**src/rtl/hier_leaf_pkg.sv**
```systemverilog
// Shared widths and the tag-insertion helper for the hierarchy leaf FIFO.
// The helper works on a fixed maximum payload width so every leaf variant shares it.
package hier_leaf_pkg;

  localparam int TAG_W      = 8;
  localparam int CNT_W      = 16;
  localparam int MAX_DATA_W = 128;

  // Places tag directly above the low data_w payload bits; callers keep data_w < MAX_DATA_W.
  function automatic logic [TAG_W+MAX_DATA_W-1:0] tag_word(
    input logic [TAG_W-1:0]      tag,
    input logic [MAX_DATA_W-1:0] payload,
    input int                    data_w
  );
    logic [TAG_W+MAX_DATA_W-1:0] tag_ext;
    tag_ext = {{MAX_DATA_W{1'b0}}, tag};
    return (tag_ext << data_w) | {{TAG_W{1'b0}}, payload};
  endfunction

endpackage

```
**src/rtl/hier_leaf_ptr_ctrl.sv**
```systemverilog
// Read/write pointer, occupancy and full/empty tracking for the leaf FIFO.
// Pointers carry one extra wrap bit so full and empty are distinguishable.
module hier_leaf_ptr_ctrl #(
  parameter int DEPTH = 4
) (
  input  logic                       clk,
  input  logic                       rst_n,
  input  logic                       flush,
  input  logic                       push_req,
  input  logic                       pop_req,
  output logic                       push,
  output logic                       pop,
  output logic [$clog2(DEPTH)-1:0]   wr_idx,
  output logic [$clog2(DEPTH)-1:0]   rd_idx,
  output logic [$clog2(DEPTH):0]     level,
  output logic                       full,
  output logic                       empty
);

  localparam int IDX_W = $clog2(DEPTH);

  logic [IDX_W:0] wr_ptr;
  logic [IDX_W:0] rd_ptr;

  assign empty  = (wr_ptr == rd_ptr);
  assign full   = (wr_ptr[IDX_W-1:0] == rd_ptr[IDX_W-1:0]) && (wr_ptr[IDX_W] != rd_ptr[IDX_W]);
  // Both qualifiers use registered state only, so a pop never frees space in the same cycle.
  assign push   = push_req && !full;
  assign pop    = pop_req && !empty;
  assign wr_idx = wr_ptr[IDX_W-1:0];
  assign rd_idx = rd_ptr[IDX_W-1:0];
  assign level  = wr_ptr - rd_ptr;

  always_ff @(posedge clk or negedge rst_n) begin
    if (!rst_n) begin
      wr_ptr <= '0;
      rd_ptr <= '0;
    end else if (flush) begin
      wr_ptr <= '0;
      rd_ptr <= '0;
    end else begin
      if (push) wr_ptr <= wr_ptr + 1'b1;
      if (pop)  rd_ptr <= rd_ptr + 1'b1;
    end
  end

endmodule

```
**src/rtl/hier_leaf_tag_fifo.sv**
```systemverilog
// Leaf payload: small FIFO that tags every word with a per-instance LEAF_ID
// and counts delivered words.
module hier_leaf_tag_fifo
  import hier_leaf_pkg::*;
#(
  parameter int DATA_W  = 16,
  parameter int DEPTH   = 4,
  parameter int LEAF_ID = 0
) (
  input  logic                      clk,
  input  logic                      rst_n,
  input  logic                      flush,
  input  logic                      in_valid,
  output logic                      in_ready,
  input  logic [DATA_W-1:0]         in_data,
  output logic                      out_valid,
  input  logic                      out_ready,
  output logic [DATA_W+TAG_W-1:0]   out_data,
  output logic [$clog2(DEPTH):0]    level,
  output logic [CNT_W-1:0]          pkt_cnt
);

  localparam int IDX_W = $clog2(DEPTH);
  localparam logic [TAG_W-1:0] TAG = LEAF_ID[TAG_W-1:0];

  // Handshake: a word moves on a rising edge where valid && ready; valid must not
  // depend on ready, and ready/valid here come from registered occupancy only.
  logic                     push;
  logic                     pop;
  logic                     full;
  logic                     empty;
  logic [IDX_W-1:0]         wr_idx;
  logic [IDX_W-1:0]         rd_idx;
  logic [DATA_W-1:0]        mem [DEPTH];
  logic [DATA_W-1:0]        head;
  logic [TAG_W+MAX_DATA_W-1:0] tagged_wide;
  logic [CNT_W-1:0]         pkt_cnt_q;
  logic                     unused_hi;

  hier_leaf_ptr_ctrl #(.DEPTH(DEPTH)) u_ptr_ctrl (
    .clk      (clk),
    .rst_n    (rst_n),
    .flush    (flush),
    .push_req (in_valid),
    .pop_req  (out_ready),
    .push     (push),
    .pop      (pop),
    .wr_idx   (wr_idx),
    .rd_idx   (rd_idx),
    .level    (level),
    .full     (full),
    .empty    (empty)
  );

  always_ff @(posedge clk) begin
    if (push && !flush) mem[wr_idx] <= in_data;
  end

  always_ff @(posedge clk or negedge rst_n) begin
    if (!rst_n)              pkt_cnt_q <= '0;
    else if (pop && !flush)  pkt_cnt_q <= pkt_cnt_q + 1'b1;
  end

  assign in_ready    = !full;
  assign out_valid   = !empty;
  assign head        = mem[rd_idx];
  assign tagged_wide = tag_word(TAG, {{(MAX_DATA_W-DATA_W){1'b0}}, head}, DATA_W);
  // Gating keeps out_data at zero while empty, since storage itself is never reset.
  assign out_data    = out_valid ? tagged_wide[DATA_W+TAG_W-1:0] : '0;
  assign unused_hi   = ^tagged_wide[TAG_W+MAX_DATA_W-1:DATA_W+TAG_W];
  assign pkt_cnt     = pkt_cnt_q;

endmodule

```
**config.mk**
```make
export PLATFORM = sky130hd
export DESIGN_NAME = hier_leaf_tag_fifo
export DESIGN_NICKNAME = d
export VERILOG_FILES = /design/src/rtl/hier_leaf_pkg.sv /design/src/rtl/hier_leaf_ptr_ctrl.sv /design/src/rtl/hier_leaf_tag_fifo.sv
export SDC_FILE = /design/constraint.sdc
export NUM_CORES = 1
export LEC_CHECK = 0
export CAP_MARGIN = 30
export CORE_MARGIN = 1.5
export CORE_UTILIZATION = 43
export CTS_CLUSTER_DIAMETER = 100
export DETAILED_ROUTE_END_ITERATION = 8
export DONT_BUFFER_PORTS = 1
export PLACE_DENSITY = 0.66
export SKIP_CTS_REPAIR_TIMING = 1
export SYNTH_ARGS = -nofsm -noshare
export SYNTH_HDL_FRONTEND = slang
export SYNTH_SLANG_ARGS = --single-unit
```
**constraint.sdc**
```tcl
create_clock -name clk -period 2.6 [get_ports clk]
set_input_delay 0.13 -clock clk [delete_from_list [all_inputs] [get_ports clk]]
set_output_delay 0.13 -clock clk [all_outputs]
set_load 0.02 [all_outputs]
```
After elaboration in Yosys (flattened, before gate mapping) --
Memory sizes are Yosys's and may differ from the RTL's. Index checks and enable logic that the tools add are counted.
Word-level totals: register bits 22, memory bits (writable) 64, bits of input ports 21, word-level logic and storage cells 28, memories 1
Operators by class: $add $sub $neg 4, equality and inequality tests 3, multiplexer cells 7, reductions and logical operators 10
Memories:
- mem | words 4, width 16, read ports 1, clocked after memory_dff 0, wr ports 1, line hier_leaf_tag_fifo.sv:34 | logic [DATA_W-1:0] mem [DEPTH];
Operators with widths (count):
- 16-bit by 1-bit adder with 16-bit output, second input constant | 1
- 16-bit 2-to-1 mux | 1
- 3-bit 2-to-1 mux | 4
- 3-bit by 1-bit adder with 3-bit output, second input constant | 2
- 1-bit logical AND | 5
- 2-bit nonzero test | 2
- 3-bit == test | 1
- 1-bit zero test | 3
- 3-bit subtractor | 1
- 2-bit == test | 1
- 1-bit 2-to-1 mux | 2
- 1-bit != test | 1

Logic depth before layout (Yosys ltp) --
Gate-level depths: netlist (run 1).
depth in word-level cells 7, mapped depth 8, mapped depth without buffers 6

Modules after synthesis --
From an unflattened synthesis (run 1), not the netlist that was laid out.
Unflattened totals: cell total of the unflattened synthesis 235, area total of the unflattened synthesis 3787.4 µm²
By module, submodules not included:
- hier_leaf_tag_fifo | instances 1, cells an instance 175, area an instance 3249.4 µm²
- hier_leaf_ptr_ctrl | instances 1, cells an instance 60, area an instance 538.0 µm²

Worst setup path after synthesis (run 1) --
OpenSTA, ideal clock, no wires.
path type reg-to-reg, start point register u_ptr_ctrl.rd_ptr[1], end point memory mem[3][0], enable pin, arrival time 2.345 ns, required time 2.226 ns, slack -0.119 ns, stages on the path, launching flop included 9, buffers on the path 2, cells stage by stage dfrtp_1 > clkbuf_1 > clkbuf_1 > inv_1 > ha_1 > nand2_1 > o21ai_0 > nor2_1 > and2_1
On the way: word-level cells in the longest chain between the ends 7
Ends and longest elaborated chain:
- from (decl) | line hier_leaf_ptr_ctrl.sv:23 | logic [IDX_W:0] rd_ptr;
- from (signal assigned) | line hier_leaf_ptr_ctrl.sv:43 | if (pop) rd_ptr <= rd_ptr + 1'b1;
- 2-bit == test | line hier_leaf_ptr_ctrl.sv:26 | assign full = (wr_ptr[IDX_W-1:0] == rd_ptr[IDX_W-1:0]) && (wr_ptr[IDX_W] != rd_ptr[IDX_W]);
- 1-bit logical AND | line hier_leaf_ptr_ctrl.sv:26
- 1-bit zero test | line hier_leaf_ptr_ctrl.sv:28 | assign push = push_req && !full;
- 1-bit logical AND | line hier_leaf_ptr_ctrl.sv:28
- 1-bit logical AND | line hier_leaf_tag_fifo.sv:56 | if (push && !flush) mem[wr_idx] <= in_data;
- 1-bit 2-to-1 mux | line hier_leaf_tag_fifo.sv:56
- 1-bit 2-to-1 mux (implied by the code) | line hier_leaf_tag_fifo.sv:56
- to (decl) | line hier_leaf_tag_fifo.sv:34
Every way passes these cells.

Worst setup path in the final report (run 1) --
start point register u_ptr_ctrl.wr_ptr[0], end point memory mem[2][8], enable pin
On the way: word-level cells in the longest chain between the ends 7
Ends and longest elaborated chain:
- from (decl) | line hier_leaf_ptr_ctrl.sv:22 | logic [IDX_W:0] wr_ptr;
- from (signal assigned) | line hier_leaf_ptr_ctrl.sv:42 | if (push) wr_ptr <= wr_ptr + 1'b1;
- 2-bit == test | line hier_leaf_ptr_ctrl.sv:26
- 1-bit logical AND | line hier_leaf_ptr_ctrl.sv:26
- 1-bit zero test | line hier_leaf_ptr_ctrl.sv:28
- 1-bit logical AND | line hier_leaf_ptr_ctrl.sv:28
- 1-bit logical AND | line hier_leaf_tag_fifo.sv:56
- 1-bit 2-to-1 mux | line hier_leaf_tag_fifo.sv:56
- 1-bit 2-to-1 mux (implied by the code) | line hier_leaf_tag_fifo.sv:56
Parallel ways exist; a longest one is shown, timed or not.

==> reports/qor.yml, run 1 <==
run_status:
  status: "finished clean"
sta:
  tightestPinTransition_ns: 0.621
  layout_setup_ws_ns: 0.440
  setup_viol: 0
  grt_setup_unrepaired: "no"
  tns_ns: 0
  fmaxAchievable_ghz: 0.463
  layout_min_cycle_time_ns: 2.16
  fin_skew_ns: 0.0128
  worst_slew_margin_rel: 0.584
  hold_viol: 0
  period_share: 0.831
  report.final.slew_viol_count: 0
global_routing:
  grt_max_degree: 23
  grt_usage: 0.146
  grt_pass1_wl_um: 9450
  grt.overflow.total: 0
  grt_pass1_vias: 1792
  antenna_found_initial: 0
route:
  vias_per_cell: 4.93
  drtAntennaViolNets: 0
  wl_per_cell_um: 16.6
  finalWirelength_um: 6170
  drtIter0Drc: 79
  vias: 1834
  drt_pass1_iterations: 4
  drc: 0
cells_and_area:
  fin_cells: 372
  layout.nets: 292
  areaGrowthSynthToFinish_pct: 16.3
  fin_area_um2: 4250
  antenna_cells: 0
  drive_above_1_share: 0.213
power_and_ir_drop:
  clock_power_share: 0.247
  switching_share: 0.316
  power.density_nw_per_um2: 781
  p_leak_nw: 1.56
  switching_power_w: 0.00105
  power_frac_seq: 0.498
  internal-power_w: 0.00227
  comb_power_share: 0.255
  irDropWorstVdd_mv: 0.390
synthesis:
  synth.top_cell.area_share: 0.526
  yosys_warnings: 0
  netlist_area_um2: 3650
  synth.yosys.seq_area_share: 0.676
  ys_ff_latch: 86
  syn_inst: 220
  yosysTopAreaCell: "edfxtp_1"
  ys_top_cells_by_area: "edfxtp_1 53%, dfrtp_1 15%, mux4_2 9.9%"
  avgSynthCellArea_um2: 16.6
  synth_cell_types: 32
setup_path:
  max_stage_delay_ns: 0.47
  worstPathRequired_ns: 2.58
  critPathCaptureType: "flop"
  crit_slowest_cell: "and2_2"
  cp-start-kind: "flop"
  crit_arrival_ns: 2.14
  worstSetupPathType: "reg2reg"
  path_max_fanout: 16
  crit_chain: "inv_1 -> ha_1 -> nand2_1 -> o21ai_0 -> nor2_1 -> and2_2"
floorplanning:
  start_util: 0.445
  fp.dieW_um: 95.2
  ios: 66
  core_um2: 8220
  dieArea_um2: 9060
  dieHeight_um: 95.2
  row_count: 33
clock_tree:
  clockBufferDepth: 2
  clkLatencyLatePin_ns: 0.34
  clk_pin_slew_ns: 0.08
  cts.sinks: 86
  cts_tree: "done"
  htreeDepth: 3
  cts_buffers: 9
  clockRootBuffer: "clkbuf_8"
place:
  place_worst_setup_slack_ns: 0.433
  place_inst: 337
  place_congestion: 0.683
  hpwl_um: 3920
  postPlaceCellArea_um2: 3880
  place.port_buffers: 0
min_path:
  hold_path.class: "in2reg"
flow_run:
  maxCapViolations: 0
-- power by group through the flow --
stage	clock network [W]	logic [W]	registers, W
floorplan	0	0.000577	0.00167
global placement	0	0.000813	0.00168
finish	0.000820	0.000846	0.00165
CTS	0.000850	0.000823	0.00166
detailed placement	0	0.000821	0.00169
global route	0.000905	0.000925	0.00166
-- Yosys cell counts --
library cell   n
nor3b_1        1
buf_2          2
nand2_1        3
dfrtp_1       22
and3_1         1
xnor2_1       14
nand3_1        6
xor2_1         8
nand4b_1       2
mux4_2        16
a211oi_1       2
ha_1           8
conb_1         1
inv_1         10
buf_4          8
or3_1          1
and2_1         5
o21ai_1        1
or3b_1         1
and4_1         1
a2111o_1       1
nor2_1        11
nor4_2         1
mux2_2         1
clkbuf_1       4
mux2i_1        2
edfxtp_1      64
o21ai_0        1
nand4_1        3
nor2b_1       16
o211ai_1       2
fa_1           1
-- kinds of logic (layout without fill, tap and decap cells) --
logic type / Yosys count / in the layout / synth area share
AOI/OAI and AO/OA: 7 / 7 / 0.0140
xor gates and xnor gates: 22 / 22 / 0.0527
adders and majority gates: 9 / 9 / 0.0329
buffers and inverters: 24 / 64 / 0.0336
DFF: 86 / 86 / 0.676
muxes: 19 / 19 / 0.107
other: 1 / 8 / 0.00103
and+or+nand+nor: 52 / 52 / 0.0822
-- per-stage QoR --
| step | utilization | hold WS [ns] | power (W) |
|---|---|---|---|
| floorplan | - | -0.166 | 0.00225 |
| global placement | 0.472 | -0.165 | 0.00249 |
| detailed placement | 0.472 | -0.165 | 0.00251 |
| CTS | 0.493 | -0.551 | 0.00333 |
| global route | 0.517 | 0.102 | 0.00349 |
| finish | 0.517 | 0.0773 | 0.00332 |
-- layout make-up --
class	count	area, um^2
fill	680	3970
inverter	10	37.5
sequential	86	2470
clock inverter	6	46.3
timing repair buffer	38	343
clock buffer	10	128
multi-input combinational	117	1090
tap	105	131
-- cell usage in the layout (no fill, tap or decap), drive strengths merged, types with 5 or more instances in the layout --
cell         netlist  layout
edfxtp            64      64
dfrtp             22      22
buf               10      20
dlygate4sd3        0      18
mux4              16      16
nor2b             16      16
xnor2             14      14
inv               10      12
nor2              11      11
clkbuf             4      10
xor2               8       8
ha                 8       8
conb               1       8
nand3              6       6
and2               5       5
-- path summary, 6_finish.rpt --
check,from,to,slack (ns),depth (start not counted)
max,u_ptr_ctrl.wr_ptr[0],mem[2][8],0.44,6
min,out_ready,u_ptr_ctrl.rd_ptr[2],0.08,3
max reg2reg,u_ptr_ctrl.wr_ptr[0],mem[2][8],0.44,6
min reg2reg,u_ptr_ctrl.rd_ptr[2],u_ptr_ctrl.rd_ptr[2],0.61,2
max in group asynchronous,rst_n,pkt_cnt[6],2.25,2
min in group asynchronous,rst_n,pkt_cnt[8],0.20,2
-- layer usage --
layer	wire length (um)	track usage	vias up	part of all wire
li1	-	-	886	-
met1	2850	0.190	914	0.46
met2	3090	0.222	32	0.50
met3	193	0.0574	2	0.031
met4	37	0.0522	0	0.0060
met5	0	0	-	0
-- critical path, delay by kind of cell (launching register included) --
family                   cells  cell delay [ns]
adder cells (fa/ha/maj)      1             0.28
flip-flops                   1             0.41
buffers and inverters        1             0.15
AND/OR/NAND/NOR              3             0.83
AO/OA/AOI/OAI                1             0.14
-- flip-flops by register name, summed over array words and instances (netlist names) --
| signal | cells |
|---|---|
| u_ptr_ctrl.rd_ptr | 3 |
| u_ptr_ctrl.wr_ptr | 3 |
| mem | 64 |
| pkt_cnt | 16 |
Power figures use the tool's default switching activity.
==> run 2: changes to the inputs <==
--- a/config.mk
+++ b/config.mk
@@ -11,7 +11,7 @@
 export CTS_CLUSTER_DIAMETER = 100
 export DETAILED_ROUTE_END_ITERATION = 8
 export DONT_BUFFER_PORTS = 1
-export PLACE_DENSITY = 0.66
+export PLACE_DENSITY = 0.64
 export SKIP_CTS_REPAIR_TIMING = 1
 export SYNTH_ARGS = -nofsm -noshare
 export SYNTH_HDL_FRONTEND = slang
==> constraint.sdc (replaced) <==
create_clock -name clk -period 2.2 [get_ports clk]
set_input_delay 0.11 -clock clk [delete_from_list [all_inputs] [get_ports clk]]
set_output_delay 0.11 -clock clk [all_outputs]
set_load 0.02 [all_outputs]
==> reports/qor.yml, run 2 (same netlist as run 1, synthesis figures left out) <==
global_routing:
  grt_max_degree: 23  # unchanged
  grt_usage: 0.149  # +0.00250
  grt.overflow.total: 0  # unchanged
  antenna_found_initial: 0  # unchanged
  grt_pass1_wl_um: 9540  # +0.87%
  grt_pass1_vias: 1845  # +3.0%
clock_tree:
  cts.sinks: 86  # unchanged
  cts_buffers: 9  # unchanged
  htreeDepth: 3  # unchanged
  cts_tree: "done"
  clockRootBuffer: "clkbuf_8"
  clkLatencyLatePin_ns: 0.35  # about the same
  clockBufferDepth: 2  # unchanged
  clk_pin_slew_ns: 0.08  # about the same
place:
  hpwl_um: 4150  # +6.1%
  place_congestion: 0.767  # +12%
  place.port_buffers: 0  # unchanged
  place_inst: 337  # unchanged
cells_and_area:
  areaGrowthSynthToFinish_pct: 17.5
  mostFrequentLayoutCells: "64 x edfxtp_1, 22 x dfrtp_1, 18 x dlygate4sd3_1, 18 x buf_4, 16 x mux4_2"
  fillers: 683  # +0.44%
  fin_cells: 372  # unchanged
  drive_above_1_share: 0.225  # +0.0112
  antenna_cells: 0  # unchanged
  regMostFlops: "mem"
  layout_commonest_cell: "edfxtp_1"
  layout.nets: 292  # unchanged
  largest_reg_flops: 64  # unchanged
sta:
  fin_skew_ns: 0.0112  # -0.00163 ns
  tns_ns: 0  # unchanged
  fmaxAchievable_ghz: 0.491
  worst_slew_margin_rel: 0.651  # +0.0668
  layout_min_cycle_time_ns: 2.04
  report.final.slew_viol_count: 0  # unchanged
  setup_viol: 0  # unchanged
  hold_viol: 0  # unchanged
  period_share: 0.927
  tightestPinTransition_ns: 0.519  # -0.102 ns
power_and_ir_drop:
  comb_power_share: 0.248  # -0.007
  internal-power_w: 0.00280  # +23%
  switching_share: 0.310  # -0.00584
  switching_power_w: 0.00126  # +20%
  p_leak_nw: 1.58  # +1.2%
  power.density_nw_per_um2: 946  # +21%
  power_frac_seq: 0.482  # -0.016
  clock_power_share: 0.270  # +0.023
  total_power_w: 0.00406  # +22%
  irDropWorstVdd_mv: 0.464  # +19%
min_path:
  hold_path.class: "in2reg"
setup_path:
  cp-start-kind: "flop"
  critPathCaptureType: "output pin"
  crit_arrival_ns: 1.93  # -0.21 ns
  path_max_fanout: 7  # -9
  worstSetupPathType: "reg2out"
  worstPathRequired_ns: 2.09  # -0.49 ns
route:
  vias: 1874  # +2.2%
  drc: 0  # unchanged
  vias_per_cell: 5.04  # +2.2%
  drtAntennaViolNets: 0  # unchanged
  wl_per_cell_um: 17.2  # +3.8%
  drtIter0Drc: 72  # -8.9%
  drt_pass1_iterations: 4  # unchanged
  finalWirelength_um: 6400  # +3.8%
floorplanning:
  dieArea_um2: 9060  # unchanged
  core_um2: 8220  # unchanged
  start_util: 0.445  # unchanged
  row_count: 33  # unchanged
  fp.dieW_um: 95.2  # unchanged
  ios: 66  # unchanged
  dieHeight_um: 95.2  # unchanged
flow_run:
  maxCapViolations: 0  # unchanged
run_status:
  status: "finished clean"
[run 2: cell count changes in the layout (fill, tap and decap cells not counted), sizes merged]
cell and change:
bufinv +1, clkinvlp -1
[run 2: power by group through the flow]
stage	Clock [W]	Combinational, W	Sequential (W)
3_5_place_dp	0	0.000956	0.00199
2_1_floorplan	0	0.000690	0.00198
5_1_grt	0.00118	0.00110	0.00197
3_3_place_gp	0	0.000945	0.00199
4_1_cts	0.00112	0.000959	0.00196
6_report	0.00110	0.00101	0.00196
[run 2: path summary, 6_finish.rpt]
check / slack (ns) / cells after the start / to / from
worst max-delay path: 0.16 / 7 / out_data[8] / u_ptr_ctrl.wr_ptr[0]
worst min register to register: 0.61 / 1 / pkt_cnt[15] / pkt_cnt[15]
max in group asynchronous: 1.85 / 2 / u_ptr_ctrl.wr_ptr[2] / rst_n
min in group asynchronous: 0.20 / 2 / pkt_cnt[5] / rst_n
worst max register to register: 0.22 / 6 / pkt_cnt[15] / u_ptr_ctrl.wr_ptr[0]
worst min-delay path: 0.04 / 3 / u_ptr_ctrl.rd_ptr[2] / out_ready
[run 2: per-layer routing]
layer | vias to the layer above | global-route usage | share of wire
li1 | 880 | - | -
met1 | 937 | 0.183 | 0.44
met2 | 46 | 0.237 | 0.50
met3 | 11 | 0.0431 | 0.043
met4 | 0 | 0.0784 | 0.020
met5 | - | 0 | 0
[run 2: final cells by class]
class	instances	area, um^2	area share
clock buffer	10	128	0.0297
multi-input combinational	117	1110	0.258
tap	105	131	0.0306
timing repair buffer	38	347	0.0807
inverter	10	37.5	0.00874
sequential	86	2470	0.576
clock inverter	6	68.8	0.0160
[run 2: per-stage QoR]
stage	hold slack, ns	cell area (um^2)	util	setup slack, ns
floorplan	-0.186	3700	-	0.0127
global placement	-0.185	3880	0.473	0.238
detailed placement	-0.185	3880	0.473	0.195
CTS	-0.574	4080	0.496	0.0264
global route	0.0634	4290	0.522	-0.00664
finish	0.0404	4290	0.522	0.162
[run 2: critical path, cell delays in order, from the launching register on]
cell and delay (ns):
dfrtp_1 0.39, inv_2 0.07, ha_1 0.30, nand2_1 0.09, buf_4 0.14, nor2_4 0.05
buf_4 0.18, nor2b_1 0.36
==> run 3: changes to the inputs <==
--- a/config.mk
+++ b/config.mk
@@ -11,7 +11,7 @@
 export CTS_CLUSTER_DIAMETER = 100
 export DETAILED_ROUTE_END_ITERATION = 8
 export DONT_BUFFER_PORTS = 1
-export PLACE_DENSITY = 0.64
+export PLACE_DENSITY = 0.66
 export SKIP_CTS_REPAIR_TIMING = 1
 export SYNTH_ARGS = -nofsm -noshare
 export SYNTH_HDL_FRONTEND = slang
==> constraint.sdc (replaced) <==
create_clock -name clk -period 1.77 [get_ports clk]
set_input_delay 0.0885 -clock clk [delete_from_list [all_inputs] [get_ports clk]]
set_output_delay 0.0885 -clock clk [all_outputs]
set_load 0.02 [all_outputs]
==> reports/qor.yml, run 3 (same netlist as run 1, synthesis figures left out) <==
clock_tree:
  cts_buffers: 9  # unchanged
  clkLatencyLatePin_ns: 0.34  # about the same
  cts.sinks: 86  # unchanged
  cts_tree: "done"
  clk_pin_slew_ns: 0.09  # about the same
  htreeDepth: 3  # unchanged
  clockBufferDepth: 2  # unchanged
  clockRootBuffer: "clkbuf_8"
place:
  hpwl_um: 4330  # +4.3%
  place.port_buffers: 0  # unchanged
  place_congestion: 0.742  # -3.2%
  place_worst_setup_slack_ns: -0.0787  # -0.274 ns
setup_path:
  cp-start-kind: "flop"
  path_max_fanout: 5  # -2
  critPathCaptureType: "output pin"
  r2r_cells: 6  # unchanged
  crit_arrival_ns: 1.86  # -0.07 ns
  worstPathRequired_ns: 1.68  # -0.41 ns
  rr_startpoint: "u_ptr_ctrl.rd_ptr[1]"
  worstSetupPathType: "reg2out"
  worstReg2RegEnd: "pkt_cnt[15]"
  rrSetupSlack_ns: -0.09  # -0.31 ns
sta:
  report.final.slew_viol_count: 0  # unchanged
  fin_hold_ws_ns: 0.0446  # +0.00422 ns
  layout_min_cycle_time_ns: 1.95
  period_share: 1.10
  fin_skew_ns: 0.00783  # -0.00338 ns
  fmaxAchievable_ghz: 0.512
  hold_viol: 0  # unchanged
  grt_setup_unrepaired: "yes"
  setup_viol: 19  # +19
  layout_setup_ws_ns: -0.183  # -0.345 ns
min_path:
  hold_path.class: "in2reg"
  hold_path_depth: 3  # unchanged
  min_to: "u_ptr_ctrl.wr_ptr[2]"
  min-delay-start: "in_valid"
route:
  drtAntennaViolNets: 0  # unchanged
  drt_pass1_iterations: 4  # unchanged
  wl_per_cell_um: 17.1  # -0.80%
  drtIter0Drc: 115  # +60%
  vias_per_cell: 5.04  # about the same
  finalWirelength_um: 7040  # +9.9%
  drc: 0  # unchanged
  vias: 2075  # +11%
run_status:
  status: "complete, but fails checks"
  violations: "negative setup slack"
global_routing:
  antenna_found_initial: 0  # unchanged
  grt_pass1_wl_um: 10200  # +6.7%
  grt_usage: 0.155  # +0.00665
  grt.overflow.total: 0  # unchanged
  grt_pass1_vias: 1917  # +3.9%
  grt_max_degree: 23  # unchanged
floorplanning:
  row_count: 33  # unchanged
  fp.dieW_um: 95.2  # unchanged
  ios: 66  # unchanged
  start_util: 0.445  # unchanged
  core_um2: 8220  # unchanged
  dieArea_um2: 9060  # unchanged
  dieHeight_um: 95.2  # unchanged
cells_and_area:
  layout.nets: 332  # +14%
  mostFrequentLayoutCells: "64 x edfxtp_1, 36 x buf_4, 21 x dfrtp_1, 18 x dlygate4sd3_1, 16 x mux4_2"
  antenna_cells: 0  # unchanged
  regMostFlops: "mem"
  fillers: 632  # -7.5%
  largest_reg_flops: 64  # unchanged
  drive_above_1_share: 0.410  # +0.186
  layout_commonest_cell: "edfxtp_1"
  areaGrowthSynthToFinish_pct: 33.3
power_and_ir_drop:
  p_leak_nw: 1.85  # +17%
  power.density_nw_per_um2: 1220  # +29%
  irDropWorstVdd_mv: 0.834  # +80%
flow_run:
  maxCapViolations: 0  # unchanged
[run 3: cell types whose count changed in the layout (fill, tap and decap cells not counted), moves of 3 or more]
cell | previous run | this run
nor2b_1 | 15 | 10
buf_6 | 1 | 15
and2_4 | 4 | 9
inv_1 | 9 | 6
buf_4 | 18 | 36
nor2b_2 | 1 | 5
buf_12 | 1 | 5
[run 3: worst max path at each step]
stage	endpoint	startpoint	slack (ns)	cells after the start
floorplan	pkt_cnt[15]	u_ptr_ctrl.rd_ptr[1]	-0.24	8
global placement	mem[3][14]	u_ptr_ctrl.wr_ptr[2]	0.009	4
detailed placement	pkt_cnt[15]	u_ptr_ctrl.rd_ptr[0]	-0.08	5
CTS	out_data[15]	u_ptr_ctrl.wr_ptr[0]	-0.32	8
global route	out_data[15]	u_ptr_ctrl.rd_ptr[1]	-0.25	8
finish	out_data[15]	u_ptr_ctrl.wr_ptr[1]	-0.18	7
[run 3: area by class of cell]
cell class / count / area, um^2 / area share
clock buffers: 9 / 124 / 0.0254
clock inverters: 7 / 128 / 0.0262
inverters: 10 / 40.0 / 0.00822
multi-input cells: 121 / 1260 / 0.258
flip-flops and latches: 86 / 2470 / 0.508
well taps: 105 / 131 / 0.0270
repair buffers: 74 / 719 / 0.148
[run 3: per-layer routing]
| metal | GRT usage | part of all wire |
|---|---|---|
| met5 | 0 | 0 |
| met4 | 0.0410 | 0.0051 |
| met3 | 0.0574 | 0.044 |
| met2 | 0.249 | 0.51 |
| met1 | 0.199 | 0.44 |
[run 3: worst max-delay path, stage by stage, from the launching register on]
cell and delay (ns):
dfrtp_1 0.44, ha_4 0.31, nand2_4 0.05, buf_6 0.12, nor2_4 0.22, buf_6 0.19
nor2b_2 0.06, buf_6 0.13
[run 3: power breakdown]
part	switching, W	internal (W)	leakage [nW]	total (W)
sequential	0.0000683	0.00228	0.873	0.00235
clock	0.000714	0.000960	0.126	0.00167
combinational	0.000957	0.000977	0.856	0.00193
total	0.00174	0.00422	1.85	0.00596
[run 3: stage by stage]
stage          utilization  area [um^2]  power, W  instances  TNS [ns]
2_1_floorplan            -         3760   0.00336        227    -10.10
3_3_place_gp         0.501         4120   0.00390        364         0
3_5_place_dp         0.501         4120   0.00391        364     -1.47
4_1_cts              0.532         4370   0.00559        380     -7.95
5_1_grt              0.593         4870   0.00622        412     -5.43
6_report             0.593         4870   0.00596        412     -2.95
